===== src/rtl/comparator_arbiter.sv =====
// comparator_arbiter: one registered unsigned magnitude comparator shared among N_REQ
// requesters. A round-robin arbiter picks the requester; the block latches that
// requester's operands and returns a one-hot result with a one-cycle ack.
// Optional macro COMPARE_STATS_EN adds saturating 8-bit result counters.
module comparator_arbiter #(
  parameter int unsigned N_REQ = 4,
  parameter int unsigned WIDTH = 4,
  parameter int unsigned ID_W  = $clog2(N_REQ)
) (
  input  logic                   clk,
  input  logic                   rst,
  input  logic [N_REQ-1:0]       req,
  input  logic [N_REQ*WIDTH-1:0] A_bus,
  input  logic [N_REQ*WIDTH-1:0] B_bus,
  output logic [N_REQ-1:0]       ack,
  output logic                   res_valid,
  output logic [ID_W-1:0]        res_id,
  output logic                   ALB,
  output logic                   AEB,
  output logic                   ASB,
  output logic                   busy
`ifdef COMPARE_STATS_EN
  ,
  output logic [7:0]             cnt_gt,
  output logic [7:0]             cnt_eq,
  output logic [7:0]             cnt_lt
`endif
);

  typedef enum logic [1:0] {StIdle, StCmp, StResp} state_e;

  state_e            state_q, state_d;
  logic [WIDTH-1:0]  a_q, a_d, b_q, b_d;
  logic [ID_W-1:0]   gnt_id_q, gnt_id_d;
  logic [ID_W-1:0]   last_grant_q, last_grant_d;
  logic [ID_W-1:0]   res_id_q, res_id_d;
  logic              alb_q, alb_d, aeb_q, aeb_d, asb_q, asb_d;
  logic [N_REQ-1:0]  ack_q, ack_d;
  logic              res_valid_q, res_valid_d;
`ifdef COMPARE_STATS_EN
  logic [7:0]        cnt_gt_q, cnt_gt_d, cnt_eq_q, cnt_eq_d, cnt_lt_q, cnt_lt_d;
`endif

  logic [WIDTH-1:0]  a_arr [N_REQ];
  logic [WIDTH-1:0]  b_arr [N_REQ];
  logic              pick_found;
  logic [ID_W-1:0]   pick_id;
  logic [ID_W-1:0]   cand_id;

  // Split the flat operand buses into per-requester slices.
  always_comb begin
    for (int unsigned i = 0; i < N_REQ; i++) begin
      a_arr[i] = A_bus[i*WIDTH +: WIDTH];
      b_arr[i] = B_bus[i*WIDTH +: WIDTH];
    end
  end

  // Round-robin pick: first set req bit searching upward from last_grant+1, wrapping.
  always_comb begin
    pick_found = 1'b0;
    pick_id    = '0;
    cand_id    = '0;
    for (int unsigned i = 1; i <= N_REQ; i++) begin
      cand_id = ID_W'((32'(last_grant_q) + i) % N_REQ);
      if (!pick_found && req[cand_id]) begin
        pick_found = 1'b1;
        pick_id    = cand_id;
      end
    end
  end

  // Next-state, operand capture, compare and response generation.
  always_comb begin
    state_d      = state_q;
    a_d          = a_q;
    b_d          = b_q;
    gnt_id_d     = gnt_id_q;
    last_grant_d = last_grant_q;
    res_id_d     = res_id_q;
    alb_d        = alb_q;
    aeb_d        = aeb_q;
    asb_d        = asb_q;
    ack_d        = '0;
    res_valid_d  = 1'b0;
`ifdef COMPARE_STATS_EN
    cnt_gt_d     = cnt_gt_q;
    cnt_eq_d     = cnt_eq_q;
    cnt_lt_d     = cnt_lt_q;
`endif
    unique case (state_q)
      StIdle: begin
        if (pick_found) begin
          a_d      = a_arr[pick_id];
          b_d      = b_arr[pick_id];
          gnt_id_d = pick_id;
          state_d  = StCmp;
        end
      end
      StCmp: begin
        // Result, ack and valid all register here so they appear together in RESP.
        alb_d          = (a_q > b_q);
        aeb_d          = (a_q == b_q);
        asb_d          = (a_q < b_q);
        res_id_d       = gnt_id_q;
        ack_d[gnt_id_q] = 1'b1;
        res_valid_d    = 1'b1;
        state_d        = StResp;
      end
      StResp: begin
        last_grant_d = gnt_id_q;
        state_d      = StIdle;
`ifdef COMPARE_STATS_EN
        if (alb_q && (cnt_gt_q != 8'hFF)) cnt_gt_d = cnt_gt_q + 8'd1;
        if (aeb_q && (cnt_eq_q != 8'hFF)) cnt_eq_d = cnt_eq_q + 8'd1;
        if (asb_q && (cnt_lt_q != 8'hFF)) cnt_lt_d = cnt_lt_q + 8'd1;
`endif
      end
      default: state_d = StIdle;
    endcase
  end

  // State and result registers; synchronous reset aborts any compare in flight.
  always_ff @(posedge clk) begin
    if (rst) begin
      state_q      <= StIdle;
      a_q          <= '0;
      b_q          <= '0;
      gnt_id_q     <= '0;
      last_grant_q <= ID_W'(N_REQ - 1);
      res_id_q     <= '0;
      alb_q        <= 1'b0;
      aeb_q        <= 1'b0;
      asb_q        <= 1'b0;
      ack_q        <= '0;
      res_valid_q  <= 1'b0;
`ifdef COMPARE_STATS_EN
      cnt_gt_q     <= '0;
      cnt_eq_q     <= '0;
      cnt_lt_q     <= '0;
`endif
    end else begin
      state_q      <= state_d;
      a_q          <= a_d;
      b_q          <= b_d;
      gnt_id_q     <= gnt_id_d;
      last_grant_q <= last_grant_d;
      res_id_q     <= res_id_d;
      alb_q        <= alb_d;
      aeb_q        <= aeb_d;
      asb_q        <= asb_d;
      ack_q        <= ack_d;
      res_valid_q  <= res_valid_d;
`ifdef COMPARE_STATS_EN
      cnt_gt_q     <= cnt_gt_d;
      cnt_eq_q     <= cnt_eq_d;
      cnt_lt_q     <= cnt_lt_d;
`endif
    end
  end

  assign ack       = ack_q;
  assign res_valid = res_valid_q;
  assign res_id    = res_id_q;
  assign ALB       = alb_q;
  assign AEB       = aeb_q;
  assign ASB       = asb_q;
  assign busy      = (state_q != StIdle);
`ifdef COMPARE_STATS_EN
  assign cnt_gt    = cnt_gt_q;
  assign cnt_eq    = cnt_eq_q;
  assign cnt_lt    = cnt_lt_q;
`endif

endmodule


===== config.mk =====
export PLATFORM = sky130hd
export DESIGN_NAME = comparator_arbiter
export DESIGN_NICKNAME = d
export VERILOG_FILES = /design/src/rtl/comparator_arbiter.sv
export SDC_FILE = /design/constraint.sdc
export NUM_CORES = 1
export LEC_CHECK = 0
export BUFFER_PORTS_ARGS = -buffer_cell sky130_fd_sc_hd__buf_2
export CAP_MARGIN = 20
export CORE_ASPECT_RATIO = 1.1
export CORE_MARGIN = 1
export CORE_UTILIZATION = 44
export CTS_CLUSTER_SIZE = 25
export DETAILED_ROUTE_END_ITERATION = 10
export GPL_ROUTABILITY_DRIVEN = 0
export MAX_ROUTING_LAYER = met4
export PLACE_DENSITY = 0.71
export RECOVER_POWER = 50
export SLEW_MARGIN = 20
export SYNTH_ARGS = -nofsm -noshare
export SYNTH_HDL_FRONTEND = slang
export SYNTH_SLANG_ARGS = --single-unit
export TNS_END_PERCENT = 50

===== constraint.sdc =====
create_clock -name clk -period 2.3 [get_ports clk]
set_clock_uncertainty 0.15 [all_clocks]
set_input_delay 0.69 -clock clk [delete_from_list [all_inputs] [get_ports clk]]
set_output_delay 0.69 -clock clk [all_outputs]
set_load 0.01 [all_outputs]

# After elaboration in Yosys (flattened, before gate mapping)
# Index checks and enable logic that the tools add are counted.
[word_totals]
ramBits = 0
latchBits = 0
in_bits = 38
output_inout_bits = 11
rom_bits = 0
wordCells = 68
memories = 0
register_bits = 24
[classes]
n_reduce_logical = 11
add_sub_neg = 4
mux = 27
mul = 0
shift = 0
eq_ne = 4
magnitude_cmp = 9
bitwise_logic = 2
n_div = 0
[ops]
columns = ["operator", "n"]
rows = [
  ["binary-select mux 4 bit (select 2 bit)", 2],
  ["two-way mux 4 bit", 4],
  ["less-than comparator 2 x 3 -> 1 bit (second input constant)", 5],
  ["two-way mux 1 bit", 10],
  ["two-way mux 2 bit", 5],
  ["binary-select mux 1 bit (select 2 bit)", 4],
  ["adder 2 x 1 -> 2 bit (second input constant)", 2],
  ["adder 2 bit (second input constant)", 2],
  ["== test 4 bit", 1],
  ["greater-than comparator 4 bit", 1],
  ["logical AND 1 bit", 4],
  ["less-than comparator 4 bit", 1],
  ["one-hot mux 2 bit (2 select lines)", 1],
  [">= comparator 3 bit (second input constant)", 1],
  ["logical NOT 1 bit", 3],
  ["NOT 2 -> 3 bit", 1],
  ["demux 1 bit (select 2 bit)", 1],
  ["== test 2 x 1 -> 1 bit (second input constant)", 1],
  ["== test 2 bit (second input constant)", 1],
  [">= comparator 2 x 1 -> 1 bit (second input constant)", 1],
  ["logical NOT 2 bit", 1],
  ["inequality test 2 bit (second input constant)", 1],
  ["AND reduction 2 bit", 1],
  ["nonzero test 2 bit", 1],
  ["2 further kinds", 2],
]

# Longest topological paths before layout
[logic_depth]
depth_word = 17
depth_mapped = 7
depth_no_buf = 7

# Worst setup path before layout
# Ideal clock, no wire load.
[synth_timing]
path_kind = "input to register"
from = "input port req[3]"
to = "register a_q[3]"
t_required_ns = 2.017
setup_slack_ns = 0.214
path_buffers = 2
path_stages = 7
arrival_time_ns = 1.804
path_cell_list = "nor2b_2 > o21ai_4 > and3_4 > buf_12 > buf_12 > mux2i_1 > o221ai_1"
[synth_via]
elab_chain_len = 16
[synth_rtl]
columns = ["item", "line", "text"]
rows = [
  ["start: declaration", "12", "input logic [N_REQ-1:0] req,"],
  ["binary-select mux 1 bit (select 2 bit)", "65", "if (!pick_found && req[cand_id]) begin"],
  ["two-way mux 1 bit (not written as such)", "65", ""],
  ["two-way mux 1 bit", "65", ""],
  ["logical NOT 1 bit", "65", ""],
  ["logical AND 1 bit", "65", ""],
  ["two-way mux 1 bit", "65", ""],
  ["logical NOT 1 bit", "65", ""],
  ["logical AND 1 bit", "65", ""],
  ["two-way mux 1 bit", "65", ""],
  ["logical NOT 1 bit", "65", ""],
  ["logical AND 1 bit", "65", ""],
  ["two-way mux 2 bit", "65", ""],
  ["NOT 2 -> 3 bit (not written as such)", "93", "a_d = a_arr[pick_id];"],
  ["binary-select mux 4 bit (select 2 bit)", "93", ""],
  ["two-way mux 4 bit (not written as such) (2 in series)", "93", ""],
  ["end signal: assignment", "126", "a_q <= '0;"],
  ["end signal: assignment", "143", "a_q <= a_d;"],
  ["end: declaration", "33", "logic [WIDTH-1:0] a_q, a_d, b_q, b_d;"],
]
# Several ways; a longest one is shown, not always the timed one. The select of a mux whose other input is x is not followed.
# A chain may end at the register's enable or synchronous reset.

# Worst setup path after layout
[layout_timing]
from = "register state_q[1]"
to = "output port busy"
[layout_via]
elab_chain_len = 1
[layout_rtl]
columns = ["item", "line", "text"]
rows = [
  ["start: declaration", "32", "state_e state_q, state_d;"],
  ["start signal: assignment", "125", "state_q <= StIdle;"],
  ["start signal: assignment", "142", "state_q <= state_d;"],
  ["nonzero test 2 bit", "167", "assign busy = (state_q != StIdle);"],
  ["end: declaration", "21", "output logic busy"],
]
# Every way passes these cells.

==> flow_summary.ini <==
[outcome]
status = complete, no violations

[yosys]
yosysUniqueCellTypes = 34
synth.yosys.seq_area_share = 0.367
synthCells = 146
synth_area_leaders = dfxtp_1 (37%), mux2i_1 (8.4%), a211oi_1 (7.5%)
syn_area_mm2 = 0.00131
synth_top_area_share = 0.367
yosysWarningCount = 0
syn_nets = 188
ys_seq_elements = 24
avgSynthCellArea_um2 = 8.96
synth_top_cell_by_area = dfxtp_1
synth-main-ff-cell = dfxtp_1
async_flop_share = 0
synth_edf_count = 0

[detailed_routing]
vias = 1235
wirelength_um = 2880
vias_per_cell = 5.42
first_pass_iters = 7
wire_per_inst_um = 12.6
antenna_left = 0
drc = 0
drtIter0Drc = 23

[placement]
io_buffers = 48
dpl.hpwl_um = 2270
dp_worst_setup_slack_ns = 0.0656

[worst_setup_path]
slowest_delay_ns = 0.35
path_cells = or2_1 > buf_2
cp-start-kind = flop
endpoint_kind = output pin
critical_path_class = reg2out
reg2reg_depth = 5
crit_required_ns = 1.46
worstPathMaxFanout = 4
cp_slowest_cell = dfxtp_1
critPathArrivalTime_ns = 1.11

[power]
p_per_area_mw_per_mm2 = 676
p_switching_uw = 311
leakage_nw = 0.770
p_sw_frac = 0.287
intPower_uw = 772
ir_drop_uv = 419
p_total_mw = 1.08
p_comb_frac = 0.270
pwr-share-clk = 0.283
share_seq_of_total_power = 0.447

[timing]
setup_viol = 0
slew_viol_final = 0
post-route-min-period_ns = 1.95
final_hold_viol_count = 0
tightest_slew_ns = 0.570
rsz0062_at_grt = no
timing.final.crit_share = 0.849
tns_ns = 0
slew_headroom = 0.619
fmax_ghz = 0.512
fin_ws_ns = 0.348

[finish]
final_common_cell = buf_2
fin_util = 0.572
final_cell_mix = buf_2 (43), dfxtp_1 (24), a211oi_1 (13)
layout-drive-gt1-share = 0.297
nets = 238
area_delta_synth_final_pct = 22.6
fill_cells = 264
antenna_cells = 0

[clocking]
cts_resized = 0
post_cts_buffers = 0
root_buffer = clkbuf_4
hold_buffers = 0
cts_tree = done
cts_buffers = 3
clk_latency_ns = 0.32
cts_buffer_depth = 2
htree_levels = 1
clk_pin_slew_worst_paths_ns = 0.14
cts_sinks = 24

[floorplanning]
start_util = 0.467
die_x_um = 54.0
die_y_um = 59.2
die-area_mm2 = 0.00319
core_mm2 = 0.00280
fp-row-count = 20
io_pins = 49

[global_route]
grt_pass1_vias = 1134
grt_overflow = 0
gr-usage-all-layers = 0.208
grt_pass1_wl_um = 4800
antenna_found_initial = 0
grt_max_degree = 23

[worst_hold_path]
hold_depth = 2
hold_class = reg2reg

[job]
maxCapViolCount = 0
[state kept, by name, summed over array words and instances (netlist names)]
register and count:
ack 4, AEB 1, gnt_id_q 2, res_valid 1, ASB 1, state_q 2, a_q 4, last_grant_q 2
ALB 1, res_id 2, b_q 4
[worst max-delay path, delay by kind of cell (launching register included)]
kind | cells | cell delay [ns]
buffers and inverters | 1 | 0.16
AND/OR/NAND/NOR | 1 | 0.28
flip-flops | 1 | 0.35
[through the flow]
step	hold WS [ns]	std cells	area, um^2
floorplan	0.306	146	1310
global placement	0.289	224	1560
detailed placement	0.297	224	1560
CTS	0.315	228	1610
global route	0.345	228	1600
finish	0.312	228	1600
[layer usage]
layer | vias to the layer above | GRT usage | part of all wire
li1 | 623 | - | -
met1 | 553 | 0.254 | 0.46
met2 | 52 | 0.353 | 0.47
met3 | 7 | 0.0154 | 0.050
met4 | 0 | 0.0769 | 0.017
met5 | - | - | 0
[worst paths after layout]
kind,startpoint,end,slack (ns)
worst max-delay path,state_q[1]$_SDFFE_PP0P_,busy,0.35
worst min-delay path,ALB$_SDFFE_PP0P_,ALB$_SDFFE_PP0P_,0.31
worst max register to register,last_grant_q[0]$_SDFFE_PP1N_,a_q[0]$_SDFFE_PP0P_,0.43
worst min register to register,ALB$_SDFFE_PP0P_,ALB$_SDFFE_PP0P_,0.31
[area by class of cell]
class                           count  area, um^2  share of cell area
Clock buffer                        3        22.5              0.0141
Clock inverter                      1        30.0              0.0187
Inverter                           12        45.0              0.0281
Multi-Input combinational cell    104         727               0.454
Sequential cell                    24         480               0.300
Tap cell                           33        41.3              0.0258
Timing Repair Buffer               51         256               0.160
[cell families after synthesis]
group	count (synthesis)	synth area share
compound gates	48	0.270
fa+ha+maj	4	0.0383
buf+inv	18	0.0766
flops	24	0.367
mux	11	0.0842
simple gates	41	0.164
[Yosys cell counts, types with 2 or more instances]
master     n
a21oi_1    6
o31ai_1    2
a21o_1     5
o21a_1     2
o21bai_1   3
mux2i_1   11
ha_1       4
nor2b_1    3
buf_12     2
clkbuf_1   4
o21ai_1    3
nor2_1    11
nand2_1   10
a211oi_2   2
nand2b_1   6
a211oi_1  13
dfxtp_1   24
o221ai_1   2
a31oi_1    7
inv_1     12
[power groups by stage]
stage	sequential, mW	combinational (mW)	clock (mW)
6_report	0.484	0.292	0.306
3_5_place_dp	0.494	0.295	0
3_3_place_gp	0.492	0.282	0
2_1_floorplan	0.493	0.214	0
4_1_cts	0.485	0.296	0.305
5_1_grt	0.490	0.332	0.319
Power figures use the tool's default switching activity.
